[src/rtl/imm_encoder.sv]
// imm_encoder: elastic two-stage RV32I instruction encoder.
//   This block does the reverse of the immediate decoder. It packs the format,
//   opcode, register fields, funct fields and a 32-bit immediate into one
//   instruction word. It flags immediates that cannot be represented and
//   opcodes that do not belong to the selected format.
//   When out_err=0, decoding out_insn gives back in_imm.
//
// Ports
//   clk, rst              clock; asynchronous active-high reset
//   flush                 synchronous drop of both stages (counters kept)
//   in_valid/in_ready     request handshake
//   in_fmt                0=R 1=I 2=S 3=B 4=U 5=J (6/7 invalid)
//   in_opcode..in_imm     instruction fields and sign-extended immediate
//   out_valid/out_ready   result handshake
//   out_insn, out_err     encoded word and its error flag
//   acc_cnt, err_cnt      saturating counts of accepted requests / errored outputs
//
// Parameters
//   CNT_W          counter width
//   ERR_ZERO_INSN  1: out_insn is forced to zero when out_err=1

module imm_encoder #(
  parameter int CNT_W         = 16,
  parameter bit ERR_ZERO_INSN = 1'b1
) (
  input  logic             clk,
  input  logic             rst,
  input  logic             flush,
  input  logic             in_valid,
  output logic             in_ready,
  input  logic [2:0]       in_fmt,
  input  logic [6:0]       in_opcode,
  input  logic [4:0]       in_rd,
  input  logic [4:0]       in_rs1,
  input  logic [4:0]       in_rs2,
  input  logic [2:0]       in_funct3,
  input  logic [6:0]       in_funct7,
  input  logic [31:0]      in_imm,
  output logic             out_valid,
  input  logic             out_ready,
  output logic [31:0]      out_insn,
  output logic             out_err,
  output logic [CNT_W-1:0] acc_cnt,
  output logic [CNT_W-1:0] err_cnt
);

  localparam logic [2:0] FMT_R = 3'd0;
  localparam logic [2:0] FMT_I = 3'd1;
  localparam logic [2:0] FMT_S = 3'd2;
  localparam logic [2:0] FMT_B = 3'd3;
  localparam logic [2:0] FMT_U = 3'd4;
  localparam logic [2:0] FMT_J = 3'd5;

  localparam logic [6:0] OP_OP     = 7'b0110011;
  localparam logic [6:0] OP_IMM    = 7'b0010011;
  localparam logic [6:0] OP_LOAD   = 7'b0000011;
  localparam logic [6:0] OP_JALR   = 7'b1100111;
  localparam logic [6:0] OP_STORE  = 7'b0100011;
  localparam logic [6:0] OP_BRANCH = 7'b1100011;
  localparam logic [6:0] OP_LUI    = 7'b0110111;
  localparam logic [6:0] OP_AUIPC  = 7'b0010111;
  localparam logic [6:0] OP_JAL    = 7'b1101111;

  // Stage 1 holds the raw request.
  logic        s1_v;
  logic [2:0]  s1_fmt;
  logic [6:0]  s1_op;
  logic [4:0]  s1_rd;
  logic [4:0]  s1_rs1;
  logic [4:0]  s1_rs2;
  logic [2:0]  s1_f3;
  logic [6:0]  s1_f7;
  logic [31:0] s1_imm;

  // Stage 2 holds the packed word.
  logic        s2_v;
  logic [31:0] s2_insn;
  logic        s2_err;

  logic s2_load;
  logic s1_adv;
  logic s1_load;
  logic acc_inc;
  logic err_inc;

  // in_ready depends only on stage occupancy, out_ready and flush.
  // No path runs from in_valid to any output.
  assign s2_load  = !s2_v || out_ready;
  assign s1_adv   = s1_v && s2_load;
  assign s1_load  = !s1_v || s1_adv;
  assign in_ready = s1_load && !flush;

  assign acc_inc = in_valid && in_ready;
  assign err_inc = s2_v && out_ready && s2_err;

  logic [31:0] enc_word;
  logic        imm_bad;
  logic        op_bad;
  logic        fmt_bad;
  logic        enc_err;
  logic [31:0] enc_out;

  always_comb begin
    enc_word = 32'h0;
    imm_bad  = 1'b0;
    op_bad   = 1'b0;
    fmt_bad  = 1'b0;
    unique case (s1_fmt)
      FMT_R: begin
        enc_word = {s1_f7, s1_rs2, s1_rs1, s1_f3, s1_rd, s1_op};
        op_bad   = (s1_op != OP_OP);
      end
      FMT_I: begin
        enc_word = {s1_imm[11:0], s1_rs1, s1_f3, s1_rd, s1_op};
        imm_bad  = !((&s1_imm[31:11]) || !(|s1_imm[31:11]));
        op_bad   = !((s1_op == OP_IMM) || (s1_op == OP_LOAD) || (s1_op == OP_JALR));
      end
      FMT_S: begin
        enc_word = {s1_imm[11:5], s1_rs2, s1_rs1, s1_f3, s1_imm[4:0], s1_op};
        imm_bad  = !((&s1_imm[31:11]) || !(|s1_imm[31:11]));
        op_bad   = (s1_op != OP_STORE);
      end
      FMT_B: begin
        enc_word = {s1_imm[12], s1_imm[10:5], s1_rs2, s1_rs1, s1_f3,
                    s1_imm[4:1], s1_imm[11], s1_op};
        imm_bad  = !((&s1_imm[31:12]) || !(|s1_imm[31:12])) || s1_imm[0];
        op_bad   = (s1_op != OP_BRANCH);
      end
      FMT_U: begin
        enc_word = {s1_imm[31:12], s1_rd, s1_op};
        imm_bad  = |s1_imm[11:0];
        op_bad   = !((s1_op == OP_LUI) || (s1_op == OP_AUIPC));
      end
      FMT_J: begin
        enc_word = {s1_imm[20], s1_imm[10:1], s1_imm[11], s1_imm[19:12], s1_rd, s1_op};
        imm_bad  = !((&s1_imm[31:20]) || !(|s1_imm[31:20])) || s1_imm[0];
        op_bad   = (s1_op != OP_JAL);
      end
      default: fmt_bad = 1'b1;
    endcase
    enc_err = imm_bad || op_bad || fmt_bad;
    enc_out = (ERR_ZERO_INSN && enc_err) ? 32'h0 : enc_word;
  end

  always_ff @(posedge clk or posedge rst) begin
    if (rst) begin
      s1_v   <= 1'b0;
      s1_fmt <= '0;
      s1_op  <= '0;
      s1_rd  <= '0;
      s1_rs1 <= '0;
      s1_rs2 <= '0;
      s1_f3  <= '0;
      s1_f7  <= '0;
      s1_imm <= '0;
    end else if (flush) begin
      s1_v <= 1'b0;
    end else if (s1_load) begin
      s1_v <= in_valid;
      if (in_valid) begin
        s1_fmt <= in_fmt;
        s1_op  <= in_opcode;
        s1_rd  <= in_rd;
        s1_rs1 <= in_rs1;
        s1_rs2 <= in_rs2;
        s1_f3  <= in_funct3;
        s1_f7  <= in_funct7;
        s1_imm <= in_imm;
      end
    end
  end

  // The data registers only load with a valid word. This keeps out_insn and
  // out_err unchanged while the consumer stalls, and also when stage 2 drains.
  always_ff @(posedge clk or posedge rst) begin
    if (rst) begin
      s2_v    <= 1'b0;
      s2_insn <= 32'h0;
      s2_err  <= 1'b0;
    end else if (flush) begin
      s2_v <= 1'b0;
    end else if (s2_load) begin
      s2_v <= s1_v;
      if (s1_v) begin
        s2_insn <= enc_out;
        s2_err  <= enc_err;
      end
    end
  end

  always_ff @(posedge clk or posedge rst) begin
    if (rst) begin
      acc_cnt <= '0;
      err_cnt <= '0;
    end else begin
      if (acc_inc && (acc_cnt != '1)) acc_cnt <= acc_cnt + 1'b1;
      if (err_inc && (err_cnt != '1)) err_cnt <= err_cnt + 1'b1;
    end
  end

  assign out_valid = s2_v;
  assign out_insn  = s2_insn;
  assign out_err   = s2_err;

endmodule

[config.mk]
export PLATFORM = sky130hd
export DESIGN_NAME = imm_encoder
export DESIGN_NICKNAME = d
export VERILOG_FILES = /design/src/rtl/imm_encoder.sv
export SDC_FILE = /design/constraint.sdc
export NUM_CORES = 1
export LEC_CHECK = 0
export CAP_MARGIN = 20
export CORE_MARGIN = 3
export CORE_UTILIZATION = 35
export CTS_BUF_LIST = sky130_fd_sc_hd__clkbuf_8
export CTS_CLUSTER_SIZE = 28
export DETAILED_ROUTE_END_ITERATION = 8
export PLACE_DENSITY_LB_ADDON = 0.1
export SETUP_SLACK_MARGIN = 0.3
export SLEW_MARGIN = 15
export SYNTH_ARGS = -nofsm -noshare
export SYNTH_HDL_FRONTEND = slang
export SYNTH_SLANG_ARGS = --single-unit
[constraint.sdc]
create_clock -name clk -period 4.55 [get_ports clk]
set_input_delay 0.91 -clock clk [delete_from_list [all_inputs] [get_ports clk]]
set_output_delay 0.91 -clock clk [all_outputs]
set_load 0.01 [all_outputs]
==> impl_results.md <==
* Number of global-route vias before repair at 4725
* VDD IR max at around 0.00021 V
* Global Route Usage Sum at 0.167
* Crit path required time at about 4900 ps
* Largest net degree at the start of global routing at 135
* CP top delay family: simple AND/OR/NAND/NOR gates
* Clk_skew at ~8.5 ps
* Design area at between 8000 and 9000 µm²
* Crit-path cells: buf_4 > nor2b_1 > nand2_1 > inv_1 > ha_1 > nor4bb_1 > a2111oi_0 > a311o_1 > a31oi_2 > nand3_2 > buf_4 > o21ai_2
* Register area share after synthesis at 0.542
* Worst-Margin Slew at between 800 and 900 ps
* Routed vias/inst at ~5
* Post-Syn Nets at a little over 600
* Initial antenna violation count at 0
* Finished Layout Cells at 913
* CTS tree: yes
* Clk sink count at about 130
* Synth warnings at 0
* Final setup vio count at 0
* CTS Buf Count at 17
* Status: completed
* Critical-path top delay cell: buf_4
* Die W at around 140 µm
* Ys flop type: dfrtp_1
* Final min period at 3350 ps
* Cell Area, Synth at 6190 µm²
* Critical path class: flip-flop to flip-flop
* Dpl cells at a little under 900
* Crit Path Max Fanout at 30
* Pre-CTS WS at 1060 ps
* Max Transition Viols Final at 0
* Hold Vio Cnt, Final at 0
* Core area at between 15000 and 20000 µm²
* Area grow syn2layout at 33.4%
* First-pass GRT wire length at 25600 µm
* Port bufs at 138
* TNS Setup at 0 ps
* Worst-Skew Late Latency at around 440 ps
* DRT Wirelength at roughly 16000 µm
* Crit-path most repeated cell: buf_4
* Post-route DRC at 0
* Post-synth cell types at 50
* WL/cell at roughly 17 µm
* Slowest Stage Delay on Critical Path at approximately 400 ps
* Lkg Pwr at approximately 0.0034 µW
* Sw frac at 0.285
* Root buf cell: clkbuf_8
* Part of the power in combinational logic at 0.212
* Die area at slightly below 20000 µm²
* PD cells at about 400 nW/µm²
* H-tree Lvls at 4
* Final antenna diode count at 0
* Die Y at approximately 140 µm
* Hpwl dp at ~11000 µm
* Via Count at 4565
* Initial Util at 0.365
* Post-CTS Setup Repair Bufs at 0
* Tcrit/Tclk final at 0.736
* Buffer and inverter count on the worst path at 3
* Share of layout cells above drive strength 1 at 0.206
* Reg power frac at 0.451
* Initial DRT Pass Iterations at 4
* Dpl cell area at 7790 µm²
* Fmax at about 0.3 GHz
* Global route total overflow at 0
* Synthesized netlist cell count at 542
* IO Count at between 100 and 150
* FFs w/ async S/R, synth at 1.00
* Hold Buf Count CTS at 0
* CTS max path bufs at 2
* P_sw at between 900 and 1000 µW
* Cell Rows at 47
* CTS clk-pin slew, worst paths at around 80 ps
* Max-Cap Viols at 0
* Internal power at between 2000 and 2500 µW
* Clock power share at 0.337
* Synthesized flop and latch total at around 130
* Max-slew headroom at 0.414
* Class of the worst hold path: flip-flop to flip-flop
* Placer Congestion at roughly 0.79
* Final core occ at 0.487
* Post-CTS Resized at 0
* R2R setup slack at between 1000 and 1500 ps
* Setup slack after layout at 1200 ps
* Initial DRC count at 284
* Number of flops mapped to enable cells by yosys at 0
* Crit path capture type: flip-flop
* Routed Antenna Nets at 0
* Syn Area/Cell at about 11 µm²
* Arrival @ worst endpoint at approximately 3700 ps
* Nets at 756
* Worst setup SP type: flip-flop
* RSZ-0062 raised after global routing: no
[flip-flops by register name, summed over array words and instances (netlist names)]
name,cells
s1_rd,5
s1_f7,7
out_err,1
s1_rs2,5
s1_f3,3
s1_op,7
err_cnt,16
out_insn,32
s1_v,1
s1_rs1,5
s1_imm,32
acc_cnt,16
out_valid,1
s1_fmt,3
[per-layer routing]
layer | global-route usage | part of all wire | wire, µm | vias to the layer above
met2 | 0.260 | 0.47 | 7460 | 131
met4 | 0.0469 | 0.010 | 157 | 0
met3 | 0.0441 | 0.049 | 780 | 13
met5 | 0 | 0 | 0 | -
li1 | - | - | - | 2190
met1 | 0.231 | 0.47 | 7370 | 2231
[power groups by stage]
stage / sequential, µW / clock, µW / combinational [µW]
floorplan: 1530 / 0 / 390
global placement: 1550 / 0 / 718
detailed placement: 1560 / 0 / 732
CTS: 1540 / 1180 / 734
global route: 1560 / 1230 / 792
finish: 1530 / 1150 / 722
[worst reg2reg max path: cells and delay by family, from the launching register on]
| kind | cells | cell delay, ps |
|---|---|---|
| adders and majority gates | 1 | 240 |
| buffers and inverters | 3 | 760 |
| AOI/OAI and AO/OA | 4 | 810 |
| DFF | 1 | 360 |
| and+or+nand+nor | 4 | 1100 |
[final timing paths]
| kind | depth (start not counted) | end | start |
|---|---|---|---|
| worst max-delay path | 12 | out_insn[9] | s1_fmt[1] |
| worst min-delay path | 2 | out_insn[19] | out_insn[19] |
| worst max register to register | 12 | out_insn[9] | s1_fmt[1] |
| worst min register to register | 2 | out_insn[19] | out_insn[19] |
| max in group asynchronous | 3 | s1_op[6] | rst |
| min in group asynchronous | 3 | err_cnt[1] | rst |
[area by class of cell]
| class | instances | area [µm²] |
|---|---|---|
| Inverter | 12 | 48.8 |
| Clock buffer | 19 | 262 |
| Timing Repair Buffer | 146 | 1450 |
| Sequential cell | 134 | 3350 |
| Fill cell | 1540 | 8680 |
| Multi-Input combinational cell | 369 | 2660 |
| Tap cell | 220 | 275 |
| Clock inverter | 13 | 203 |
[cell usage in the layout (no fill, tap or decap), types with 2 or more instances in the layout]
master and n:
buf_4 7, mux2_2 69, nor4bb_1 2, nor4b_1 2, dfrtp_1 134, clkinvlp_4 6, ha_1 4, o21ai_0 7
or3_1 2, o21ai_1 2, a21boi_0 2, nand2_1 53, nand4_1 12, nor2_1 33, inv_1 11, and2_1 3
o21ai_2 26, and4_1 5, nand3_1 14, bufinv_16 5, nand2b_1 3, clkbuf_8 19, nor4_1 7, xor2_1 11
a21oi_1 36, clkdlybuf4s50_1 138, nor2b_1 17, mux2i_1 9, a22oi_1 4, a31oi_2 2, xnor2_1 19, nor3_1 6
clkinv_2 3
[kinds of logic after synthesis]
family                   count (synthesis)  synth area share
adder cells (fa/ha/maj)                  4           0.00809
flip-flops                             134             0.542
AND/OR/NAND/NOR                        165             0.135
XOR/XNOR                                30            0.0425
AO/OA/AOI/OAI                           92             0.104
buffers and inverters                   39            0.0287
multiplexers                            78             0.140
[cells in the mapped netlist, types with 2 or more instances]
master | n | area share
inv_1 | 12 | 0.0073
nor2b_1 | 17 | 0.017
nor4b_1 | 2 | 0.0028
buf_1 | 4 | 0.0024
o21ai_1 | 2 | 0.0016
clkbuf_1 | 13 | 0.0079
nand2_1 | 53 | 0.032
o21ai_0 | 7 | 0.0057
nand2b_1 | 3 | 0.0030
a31oi_2 | 2 | 0.0040
or3_1 | 2 | 0.0020
dfrtp_1 | 134 | 0.54
ha_1 | 4 | 0.0081
a21boi_0 | 2 | 0.0024
xor2_1 | 11 | 0.016
nor2_1 | 33 | 0.020
and4_1 | 5 | 0.0071
o21ai_2 | 26 | 0.037
nand4_1 | 12 | 0.012
mux2i_1 | 9 | 0.015
buf_6 | 3 | 0.0055
nor3_1 | 6 | 0.0049
xnor2_1 | 19 | 0.027
and2_1 | 3 | 0.0030
a21oi_1 | 36 | 0.029
buf_2 | 7 | 0.0057
nor4_1 | 7 | 0.0071
nand3_1 | 14 | 0.011
a22oi_1 | 4 | 0.0049
nor4bb_1 | 2 | 0.0032
mux2_2 | 69 | 0.13
[per-stage QoR]
| stage | hold slack [ps] | power, µW |
|---|---|---|
| detailed placement | 470 | 2290 |
| global route | 508 | 3580 |
| CTS | 488 | 3450 |
| finish | 483 | 3400 |
| global placement | 469 | 2270 |
| floorplan | 471 | 1920 |
Power figures use the tool's default switching activity.
